### config.mk
export PLATFORM = sky130hd
export DESIGN_NAME = seg_display_arbiter
export DESIGN_NICKNAME = d
export VERILOG_FILES = /design/src/rtl/seg_display_arbiter.sv
export SDC_FILE = /design/constraint.sdc
export NUM_CORES = 1
export LEC_CHECK = 0
export CAP_MARGIN = 40
export CORE_MARGIN = 5
export CORE_UTILIZATION = 50
export CTS_CLUSTER_SIZE = 12
export DETAILED_ROUTE_END_ITERATION = 10
export DONT_BUFFER_PORTS = 1
export SETUP_SLACK_MARGIN = 0.5
export SLEW_MARGIN = 20
export SYNTH_ARGS = -nofsm -noshare
export SYNTH_HDL_FRONTEND = slang
export SYNTH_SLANG_ARGS = --single-unit
### constraint.sdc
create_clock -name clk -period 6.1 [get_ports clk]
set_input_delay 1.22 -clock clk [delete_from_list [all_inputs] [get_ports clk]]
set_output_delay 1.22 -clock clk [all_outputs]
set_load 0.01 [all_outputs]
### src/rtl/seg_display_arbiter.sv
// Two-requester arbiter for a shared 8-digit 7-segment hex display.
// A grant latches the winner's 32-bit value into hex_value. The winner then
// owns the display for HOLD_CYCLES cycles. While it owns the display, the owner
// may refresh its value in place. The other requester waits until the hold ends.
// When both requesters ask at once from IDLE, the grant alternates (round-robin).
module seg_display_arbiter #(
    parameter int unsigned HOLD_CYCLES = 1000
) (
    input  logic        clk,
    input  logic        resetn,
    input  logic        req0,
    input  logic [31:0] data0,
    input  logic        req1,
    input  logic [31:0] data1,
    output logic        gnt0,
    output logic        gnt1,
    output logic [31:0] hex_value,
    output logic        owner,
    output logic        busy
);

    typedef enum logic {
        IDLE = 1'b0,
        HOLD = 1'b1
    } state_t;

    // The counter is loaded with HOLD_CYCLES-1 and the FSM leaves HOLD when
    // it reads zero, so the hold covers exactly HOLD_CYCLES cycles.
    localparam logic [31:0] HOLD_LOAD = 32'(HOLD_CYCLES - 1);

    state_t      state, state_nxt;
    logic [31:0] hold_cnt, hold_cnt_nxt;
    logic        last_owner, last_owner_nxt;
    logic [31:0] hex_nxt;
    logic        owner_nxt;
    logic        gnt0_nxt, gnt1_nxt;
    logic        winner;
    logic        req_owner;
    logic [31:0] data_owner;

    // Next-state and next-output decode for the IDLE/HOLD arbiter.
    always_comb begin
        // NOTE: every signal gets a default first, so no path through the case leaves one unassigned (no latch).
        state_nxt      = state;
        hold_cnt_nxt   = hold_cnt;
        last_owner_nxt = last_owner;
        hex_nxt        = hex_value;
        owner_nxt      = owner;
        gnt0_nxt       = 1'b0;
        gnt1_nxt       = 1'b0;
        winner         = req0 && req1 ? ~last_owner : req1;
        req_owner      = owner ? req1 : req0;
        data_owner     = owner ? data1 : data0;

        case (state)
            IDLE: begin
                if (req0 || req1) begin
                    hex_nxt        = winner ? data1 : data0;
                    owner_nxt      = winner;
                    last_owner_nxt = winner;
                    gnt0_nxt       = ~winner;
                    gnt1_nxt       = winner;
                    hold_cnt_nxt   = HOLD_LOAD;
                    state_nxt      = HOLD;
                end
            end
            HOLD: begin
                // The owner may refresh its value in place. This does not
                // change the counter, so the hold still ends on time.
                if (req_owner) begin
                    hex_nxt  = data_owner;
                    gnt0_nxt = ~owner;
                    gnt1_nxt = owner;
                end
                if (hold_cnt == 32'd0) begin
                    state_nxt = IDLE;
                end else begin
                    hold_cnt_nxt = hold_cnt - 32'd1;
                end
            end
            default: state_nxt = IDLE;
        endcase
    end

    // Register the state and all outputs. Reset is synchronous and aborts any hold.
    always_ff @(posedge clk) begin
        // NOTE: sequential state uses non-blocking assignments so every register samples pre-edge values.
        if (!resetn) begin
            state      <= IDLE;
            hold_cnt   <= 32'd0;
            last_owner <= 1'b1;
            hex_value  <= 32'h0;
            owner      <= 1'b0;
            gnt0       <= 1'b0;
            gnt1       <= 1'b0;
            busy       <= 1'b0;
        end else begin
            state      <= state_nxt;
            hold_cnt   <= hold_cnt_nxt;
            last_owner <= last_owner_nxt;
            hex_value  <= hex_nxt;
            owner      <= owner_nxt;
            gnt0       <= gnt0_nxt;
            gnt1       <= gnt1_nxt;
            busy       <= (state_nxt == HOLD);
        end
    end

endmodule

==> impl_metrics.env, run 1 <==
export IMPL_min_path_type="register to register"
export IMPL_io_pins=104
export IMPL_p_clk_share_pct=35.0
export IMPL_postRouteWirelength_mm=7.50
export IMPL_synthTopCellsByArea="dfxtp_1 41%, mux2i_1 12%, a211oi_1 8.3%"
export IMPL_syn_nets=430
export IMPL_synth_compound_area_share_pct=19.2
export IMPL_synthTopCellsByCount="69 x dfxtp_1, 52 x nor2_1, 39 x mux2i_1"
export IMPL_synthDistinctLibCells=57
export IMPL_drtAntennaViolNets=0
export IMPL_leakage_nw=1.47
export IMPL_postCtsSetupRepairBufs=0
export IMPL_crit_fanout=18
export IMPL_synthArstFlopShare_pct=0
export IMPL_die_w_um=91.7
export IMPL_area_growth_pct=7.72
export IMPL_fin_worst_skew_ns=0.00943
export IMPL_clk_path_buf_depth=2
export IMPL_rsz0062_at_grt="false"
export IMPL_dp_cells=420
export IMPL_die_area_mm2=0.00841
export IMPL_dr_first_iter_drc_count=82
export IMPL_grt_max_degree=65
export IMPL_finalSetupViolCount=0
export IMPL_die_h_um=91.7
export IMPL_grt_usage_pct=18.2
export IMPL_finalCritPeriodShare_pct=43.7
export IMPL_grt_pass1_vias=2539
export IMPL_synth_edf_count=0
export IMPL_yosysSeqAreaShare_pct=41.4
export IMPL_final_min_clock_period_ns=2.67
export IMPL_synth_simple_area_share_pct=22.8
export IMPL_ir_drop_uv=142
export IMPL_antenna_found_initial=0
export IMPL_combPwrFrac_pct=14.9
export IMPL_status="finished, final reports clean"
export IMPL_rows=29
export IMPL_arrival_ns=2.94
export IMPL_viasPerCell=6.07
export IMPL_postLayoutCoreUtil_pct=56.0
export IMPL_synth_area_per_cell_um2=9.25
export IMPL_timing_setup_critical_path_class="register to register"
export IMPL_startpoint_type="register"
export IMPL_synth_top_cell_area_share_pct=41.4
export IMPL_cts_tree="done"
export IMPL_cap_violations=0
export IMPL_start_util_pct=52.0
export IMPL_p_sw_share_pct=30.1
export IMPL_numCtsBuffers=9
export IMPL_max_slew_worst_pin_slew_ns=0.766
export IMPL_fin_ws_ns=3.43
export IMPL_postSynthCellCount=361
export IMPL_htreeDepth=3
export IMPL_gp_congestion=0.759
export IMPL_power_internal_mw=0.741
export IMPL_antenna_cells=0
export IMPL_hpwlAfterDp_mm=5.25
export IMPL_dr_pass1_iters=7
export IMPL_cts_hold_fix_buffers=0
export IMPL_relSlewSlack_pct=48.9
export IMPL_slew_violations=0
export IMPL_synth_ff_latch_count=69
export IMPL_io_buffers=0
export IMPL_cts_resized=0
export IMPL_worstSkewPairLatency_ns=0.34
export IMPL_place_ws_ns=3.23
export IMPL_synth_top_area_cell="dfxtp_1"
export IMPL_synthMuxAreaShare_pct=12.4
export IMPL_synth_most_common_cell="dfxtp_1"
export IMPL_finalSetupTns_ns=0
export IMPL_root_buffer="clkbuf_8"
export IMPL_vias=2654
export IMPL_post_drt_wl_per_cell_um=17.2
export IMPL_synth_top_family_by_area="simple AND/OR/NAND/NOR gates"
export IMPL_cts_clk_slew_worst_paths_ns=0.08
export IMPL_seqPwrFrac_pct=50.1
export IMPL_synthAdderAreaFrac_pct=0.375
export IMPL_yosys_area_share_xor_xnor_pct=0.262
export IMPL_p_per_area_mw_per_mm2=295
export IMPL_grt_pass1_wl_mm=12.5
export IMPL_yosysWarnings=0
export IMPL_cts_sinks=69
export IMPL_switching_power_mw=0.320
export IMPL_drc=0
export IMPL_grt_ovfl_total=0
export IMPL_synth_ff_type="dfxtp_1"
export IMPL_finalHoldViolations=0
export IMPL_critPathCaptureType="register"
export IMPL_nets=424
export IMPL_syn_area_mm2=0.00334
export IMPL_max_freq_mhz=375
export IMPL_layout_drive_gt1_share_pct=11.4
export IMPL_design_core_area_mm2=0.00642
export IMPL_finalNonFillerCells=437
export IMPL_required_ns=6.37
## power by group through the flow
stage,Combinational [mW],Clock (mW),Sequential [mW]
floorplan,0.136,0,0.529
global placement,0.154,0,0.542
detailed placement,0.158,0,0.542
CTS,0.158,0.385,0.532
global route,0.178,0.409,0.537
finish,0.158,0.371,0.531
## per-stage QoR
step,area [um^2],hold WS [ns],power (mW)
2_1_floorplan,3340,0.428,0.665
3_3_place_gp,3380,0.447,0.697
3_5_place_dp,3390,0.447,0.701
4_1_cts,3590,0.465,1.08
5_1_grt,3600,0.502,1.12
6_report,3600,0.470,1.06
## path summary, 6_finish.rpt
check | end | start | cells after the start | slack, ns
max | hold_cnt[27]$_SDFFE_PN0P_ | state$_SDFF_PN0_ | 5 | 3.43
min reg2reg | hold_cnt[25]$_SDFFE_PN0P_ | hold_cnt[25]$_SDFFE_PN0P_ | 1 | 0.47
min | hold_cnt[25]$_SDFFE_PN0P_ | hold_cnt[25]$_SDFFE_PN0P_ | 1 | 0.47
max reg2reg | hold_cnt[27]$_SDFFE_PN0P_ | state$_SDFF_PN0_ | 5 | 3.43
## flip-flops by register name, summed over array words and instances, names as in the netlist
| register | cells |
|---|---|
| owner | 1 |
| gnt0 | 1 |
| hold_cnt | 32 |
| gnt1 | 1 |
| hex_value | 32 |
| last_owner | 1 |
| state | 1 |
## layer usage
layer	GRT usage, %	wire [um]
met1	22.1	3420
met5	0	0
met2	29.5	3400
met4	5.57	93
met3	7.77	588
## critical path, stage by stage (launching register included)
cell and delay [ns]:
dfxtp_1 0.81, or4b_4 0.59, nor4_4 0.29, o311ai_2 0.29, or4_1 0.47, a21oi_1 0.14
## cells by family after synthesis
family / after synthesis
XOR/XNOR: 1
adder cells (fa/ha/maj): 1
AO/OA/AOI/OAI: 86
buffers and inverters: 28
flip-flops: 69
multiplexers: 41
AND/OR/NAND/NOR: 135
## cells in the final DEF, fill, tap and decap left out, types with 7 or more instances in the layout
| cell | count |
|---|---|
| a211oi_1 | 37 |
| nor4_1 | 7 |
| clkbuf_8 | 9 |
| nor3_1 | 9 |
| dfxtp_1 | 69 |
| nand2b_1 | 9 |
| or4_1 | 8 |
| a21oi_1 | 14 |
| nand2_1 | 16 |
| mux2i_1 | 39 |
| or3_1 | 9 |
| nor2_1 | 52 |
## final cells by class
cell class                      count  area (um^2)
Fill cell                         591         2830
Multi-Input combinational cell    264         1860
Sequential cell                    69         1380
Clock buffer                        9          124
Tap cell                           77         96.3
Clock inverter                      7         76.3
Timing Repair Buffer                5         37.5
Inverter                            6         22.5
Note: power is estimated with default switching activity, not from simulation.
==> run 2: changes to the inputs <==
--- a/config.mk
+++ b/config.mk
@@ -11,6 +11,7 @@
 export CTS_CLUSTER_SIZE = 12
 export DETAILED_ROUTE_END_ITERATION = 10
 export DONT_BUFFER_PORTS = 1
+export PLACE_DENSITY = 0.68
 export SETUP_SLACK_MARGIN = 0.5
 export SLEW_MARGIN = 20
 export SYNTH_ARGS = -nofsm -noshare
==> constraint.sdc (replaced) <==
create_clock -name clk -period 2.35 [get_ports clk]
set_input_delay 0.47 -clock clk [delete_from_list [all_inputs] [get_ports clk]]
set_output_delay 0.47 -clock clk [all_outputs]
set_load 0.01 [all_outputs]
==> run 2 against run 1 <==
  * Critical path depth is 1 higher
  * Sequential power grew to 2.6 times the previous value
  * Final area is 17% higher
  * Largest cell class unchanged
  * First-iteration DRC count is 73% higher
  * Largest power group unchanged
  * Core utilization is 9.3 points higher
==> impl_metrics.env, run 2 (same netlist as run 1, synthesis figures left out) <==
export IMPL_status="finished, final reports clean"
export IMPL_finalNonFillerCells=469
export IMPL_die_area_mm2=0.00841
export IMPL_postRouteWirelength_mm=8.87
export IMPL_max_freq_mhz=466
export IMPL_root_buffer="clkbuf_8"
export IMPL_finalHoldViolations=0
export IMPL_power_internal_mw=2.00
export IMPL_vias=2907
export IMPL_cap_violations=0
export IMPL_multi_input_area_mm2=0.00212
export IMPL_p_per_area_mw_per_mm2=684
export IMPL_min_path_type="input port to register"
export IMPL_design_core_area_mm2=0.00642
export IMPL_dr_first_iter_drc_count=142
export IMPL_rsz0062_at_grt="true"
export IMPL_finalSetupViolCount=0
export IMPL_required_ns=2.62
export IMPL_whs_ns=0.244
export IMPL_cts_clk_slew_worst_paths_ns=0.07
export IMPL_gp_congestion=0.863
export IMPL_antenna_found_initial=0
export IMPL_p_clk_share_pct=32.2
export IMPL_seq_area_mm2=0.00140
export IMPL_grt_ovfl_total=0
export IMPL_seqPwrFrac_pct=48.2
export IMPL_start_util_pct=52.0
export IMPL_max_slew_worst_pin_slew_ns=0.640
export IMPL_cts_hold_fix_buffers=0
export IMPL_drtAntennaViolNets=0
export IMPL_dp_cells=427
export IMPL_grt_usage_pct=19.4
export IMPL_arrival_ns=2.42
export IMPL_crit_fanout=5
export IMPL_die_w_um=91.7
export IMPL_startpoint_type="register"
export IMPL_htreeDepth=3
export IMPL_grt_pass1_wl_mm=13.4
export IMPL_p_sw_share_pct=30.3
export IMPL_fillers=487
export IMPL_finalSetupTns_ns=0
export IMPL_nets=457
export IMPL_relSlewSlack_pct=57.2
export IMPL_drc=0
export IMPL_p_total_mw=2.87
export IMPL_fin_worst_skew_ns=0.00727
export IMPL_numCtsBuffers=9
export IMPL_finalCritPeriodShare_pct=91.4
export IMPL_switching_power_mw=0.869
export IMPL_grt_max_degree=65
export IMPL_cts_tree="done"
export IMPL_clk_path_buf_depth=2
export IMPL_io_buffers=0
export IMPL_cts_sinks=69
export IMPL_slew_violations=0
export IMPL_ir_drop_uv=441
export IMPL_timing_setup_critical_path_class="register to register"
export IMPL_layout_drive_gt1_share_pct=29.8
export IMPL_final_common_cell="dfxtp_1"
export IMPL_critPathCaptureType="register"
export IMPL_combPwrFrac_pct=19.6
export IMPL_layout_common_cells="56 x dfxtp_1, 49 x nor2_1, 39 x mux2i_1"
export IMPL_worstSkewPairLatency_ns=0.34
export IMPL_rows=29
export IMPL_die_h_um=91.7
export IMPL_hpwlAfterDp_mm=5.65
export IMPL_leakage_nw=1.71
export IMPL_final_min_clock_period_ns=2.15
export IMPL_dr_pass1_iters=4
export IMPL_grt_pass1_vias=2822
export IMPL_io_pins=104
export IMPL_post_drt_wl_per_cell_um=18.9
export IMPL_reg_largest_list="hex_value: 32 flops, hold_cnt: 32 flops"
export IMPL_antenna_cells=0
export IMPL_area_growth_pct=25.6
export IMPL_viasPerCell=6.20
-- run 2: area by class of cell --
type | count | share of cell area [%]
multi-input combinational | 264 | 50.6
tap | 77 | 2.30
sequential | 69 | 33.5
clock inverter | 5 | 1.25
inverter | 6 | 0.537
clock buffer | 10 | 3.04
timing repair buffer | 38 | 8.81
-- run 2: repair_timing --
item | in CTS | in global routing
endpoints found under the setup margin | 33 | 39
setup buffers | 17 | 8
pin swaps | 17 | 9
gates resized for setup | 26 | 30
cloned | 1 | 1
-- run 2: critical path, stage by stage, from the launching register on --
cell      delay (ns)
dfxtp_2         0.37
or4_4           0.51
nor4_4          0.33
o311ai_4        0.17
buf_6           0.16
or4_1           0.41
a21oi_2         0.13
-- run 2: power groups by stage --
stage | logic [mW] | clock network, mW | registers, mW
6_report | 0.563 | 0.923 | 1.38
5_1_grt | 0.614 | 0.995 | 1.39
4_1_cts | 0.520 | 0.936 | 1.38
3_5_place_dp | 0.462 | 0 | 1.40
3_3_place_gp | 0.451 | 0 | 1.40
2_1_floorplan | 0.370 | 0 | 1.38
-- run 2: metal layers --
| metal | wire, um | share of wire [%] | vias to the layer above | global-route usage [%] |
|---|---|---|---|---|
| met3 | 673 | 7.6 | 20 | 5.48 |
| met4 | 154 | 1.7 | 0 | 8.42 |
| met5 | 0 | 0 | - | 0 |
| met1 | 3550 | 40 | 1347 | 23.1 |
| met2 | 4490 | 51 | 118 | 32.7 |
| li1 | - | - | 1422 | - |
-- run 2: metrics by stage --
step	setup slack (ns)	util, %	instance area (um^2)
after floorplan	0.393	-	3420
after global placement	0.270	55.2	3540
after detailed placement	0.231	55.2	3540
after CTS	0.236	61.9	3970
after global routing	0.118	65.3	4190
final	0.202	65.3	4190
-- run 2: path summary, 6_finish.rpt --
path,cells past startpoint,slack [ns],endpoint,start
hold reg to reg,1,0.48,hold_cnt[25]$_SDFFE_PN0P_,hold_cnt[25]$_SDFFE_PN0P_
hold / removal,1,0.24,hold_cnt[20]$_SDFFE_PN0P_,resetn
setup / recovery,6,0.20,hold_cnt[27]$_SDFFE_PN0P_,hold_cnt[9]$_SDFFE_PN0P_
setup reg to reg,6,0.20,hold_cnt[27]$_SDFFE_PN0P_,hold_cnt[9]$_SDFFE_PN0P_
==> run 3: changes to the inputs <==
--- a/config.mk
+++ b/config.mk
@@ -6,8 +6,10 @@
 export NUM_CORES = 1
 export LEC_CHECK = 0
 export CAP_MARGIN = 40
+export CORE_ASPECT_RATIO = 0.8
 export CORE_MARGIN = 5
 export CORE_UTILIZATION = 50
+export CTS_CLUSTER_DIAMETER = 150
 export CTS_CLUSTER_SIZE = 12
 export DETAILED_ROUTE_END_ITERATION = 10
 export DONT_BUFFER_PORTS = 1
==> run 3 against run 2 <==
  * Routed wire length is 3.6% lower
  * Non-clock buffer count is the same
  * Setup slack improved by 0.053 ns
  * Total power is 1.3% higher
  * Highest routed layer unchanged
  * Largest cell class unchanged
  * Die area is 0.12% higher
==> impl_metrics.env, run 3 (same netlist as run 1, synthesis figures left out) <==
export IMPL_status="finished, final reports clean"
export IMPL_die_w_um=101
export IMPL_finalSetupTns_ns=0
export IMPL_rows=26
export IMPL_htreeDepth=3
export IMPL_slowest_delay_ns=0.56
export IMPL_reg_largest_list="hex_value: 32 flops, hold_cnt: 32 flops"
export IMPL_finalSetupViolCount=0
export IMPL_finalNonFillerCells=478
export IMPL_grt_pass1_vias=2894
export IMPL_viasPerCell=6.03
export IMPL_dr_pass1_iters=4
export IMPL_grt_usage_pct=20.1
export IMPL_cp_cell_sequence="or4_4, nor4_4, o311ai_2, buf_4, or4_1, a21oi_1"
export IMPL_relSlewSlack_pct=62.7
export IMPL_numCtsBuffers=9
export IMPL_endpoint="hold_cnt[27]$_SDFFE_PN0P_"
export IMPL_antenna_found_initial=0
export IMPL_slowest_stage="or4_4"
export IMPL_wl_met1_mm=3.61
export IMPL_grt_max_degree=45
export IMPL_cts_clk_slew_worst_paths_ns=0.07
export IMPL_fin_area_mm2=0.00419
export IMPL_leakage_nw=1.70
export IMPL_io_pins=104
export IMPL_post_drt_wl_per_cell_um=17.9
export IMPL_io_buffers=0
export IMPL_placed_cell_area_mm2=0.00355
export IMPL_layout_common_cells="54 x dfxtp_1, 49 x nor2_1, 39 x mux2i_1"
export IMPL_drtAntennaViolNets=0
export IMPL_critPathBufInv=1
export IMPL_finalCritPeriodShare_pct=89.1
export IMPL_vias=2883
export IMPL_nets=458
export IMPL_postLayoutCoreUtil_pct=65.0
export IMPL_die_h_um=83.1
export IMPL_start_util_pct=51.8
export IMPL_critPathTopFamily="simple AND/OR/NAND/NOR gates"
export IMPL_ir_drop_uv=426
export IMPL_critPathCaptureType="register"
export IMPL_grt_ovfl_total=0
export IMPL_design_core_area_mm2=0.00644
export IMPL_arrival_ns=2.36
export IMPL_worstSkewPairLatency_ns=0.34
export IMPL_cap_violations=0
export IMPL_min_path_type="input port to register"
export IMPL_crit_start="hold_cnt[8]$_SDFFE_PN0P_"
export IMPL_p_total_mw=2.91
export IMPL_max_slew_worst_pin_slew_ns=0.558
export IMPL_slew_violations=0
export IMPL_area_growth_pct=25.4
export IMPL_final_min_clock_period_ns=2.09
export IMPL_final_common_cell="dfxtp_1"
export IMPL_timing_setup_critical_path_class="register to register"
export IMPL_die_area_mm2=0.00842
export IMPL_r2r_end="hold_cnt[27]$_SDFFE_PN0P_"
export IMPL_max_freq_mhz=477
export IMPL_required_ns=2.61
export IMPL_dr_first_iter_drc_count=148
export IMPL_cts_tree="done"
export IMPL_finalHoldViolations=0
export IMPL_clk_path_buf_depth=2
export IMPL_crit_fanout=6
export IMPL_dp_cells=437
export IMPL_rsz0062_at_grt="true"
export IMPL_root_buffer="clkbuf_8"
export IMPL_wl_met2_mm=4.23
export IMPL_hpwlAfterDp_mm=5.69
export IMPL_fin_worst_skew_ns=0.00822
export IMPL_p_per_area_mw_per_mm2=694
export IMPL_postRouteWirelength_mm=8.55
export IMPL_rr_worst_depth=6
export IMPL_cts_sinks=69
export IMPL_rr_startpoint="hold_cnt[8]$_SDFFE_PN0P_"
export IMPL_r2r_slack_ns=0.26
export IMPL_top_layer_used="met4"
export IMPL_startpoint_type="register"
export IMPL_path_depth=6
export IMPL_wl_met3_um=637
export IMPL_layout_drive_gt1_share_pct=31.2
export IMPL_grt_pass1_wl_mm=13.9
export IMPL_drc=0
export IMPL_gp_congestion=0.849
export IMPL_antenna_cells=0
run 3: worst min-delay path by stage:
stage	from	to	slack [ns]	cells past startpoint
6_report	resetn	hold_cnt[20]$_SDFFE_PN0P_	0.25	1
4_1_cts	resetn	hold_cnt[20]$_SDFFE_PN0P_	0.23	1
3_5_place_dp	hold_cnt[25]$_SDFFE_PN0P_	hold_cnt[25]$_SDFFE_PN0P_	0.45	1
5_1_grt	resetn	hold_cnt[20]$_SDFFE_PN0P_	0.23	1
3_3_place_gp	hold_cnt[25]$_SDFFE_PN0P_	hold_cnt[25]$_SDFFE_PN0P_	0.45	1
2_1_floorplan	hold_cnt[25]$_SDFFE_PN0P_	hold_cnt[25]$_SDFFE_PN0P_	0.43	1
run 3: cell type report:
class                   count  area, um^2
clock buffers              12         145
clock inverters             4        47.5
fillers                   517        2250
inverters                   6        22.5
multi-input cells         265        2120
flip-flops and latches     69        1410
well taps                  84         105
repair buffers             38         339
run 3: metrics by stage:
stage / worst slack (ns) / hold WS [ns]
6_report: 0.256 / 0.251
5_1_grt: 0.182 / 0.232
4_1_cts: 0.271 / 0.233
3_3_place_gp: 0.261 / 0.447
2_1_floorplan: 0.393 / 0.428
3_5_place_dp: 0.236 / 0.449
run 3: report_power, final:
part | internal, mW | leakage, nW | switching [mW]
Combinational | 0.264 | 1.03 | 0.315
Clock | 0.516 | 0.0964 | 0.431
Sequential | 1.26 | 0.574 | 0.115
run 3: repair_timing:
item / CTS / global route
hold buffers: 0 / 0
buffers inserted: 18 / 5
gates resized for setup: 37 / 23
setup endpoints to repair: 32 / 54
pin swaps: 14 / 14
cloned: 2 / 0
run 3: per-layer routing:
layer  GRT usage, %  up-vias
li1               -     1422
met4           4.83        0
met2           32.6       92
met3           6.95        8
met1           25.4     1361
met5              0        -
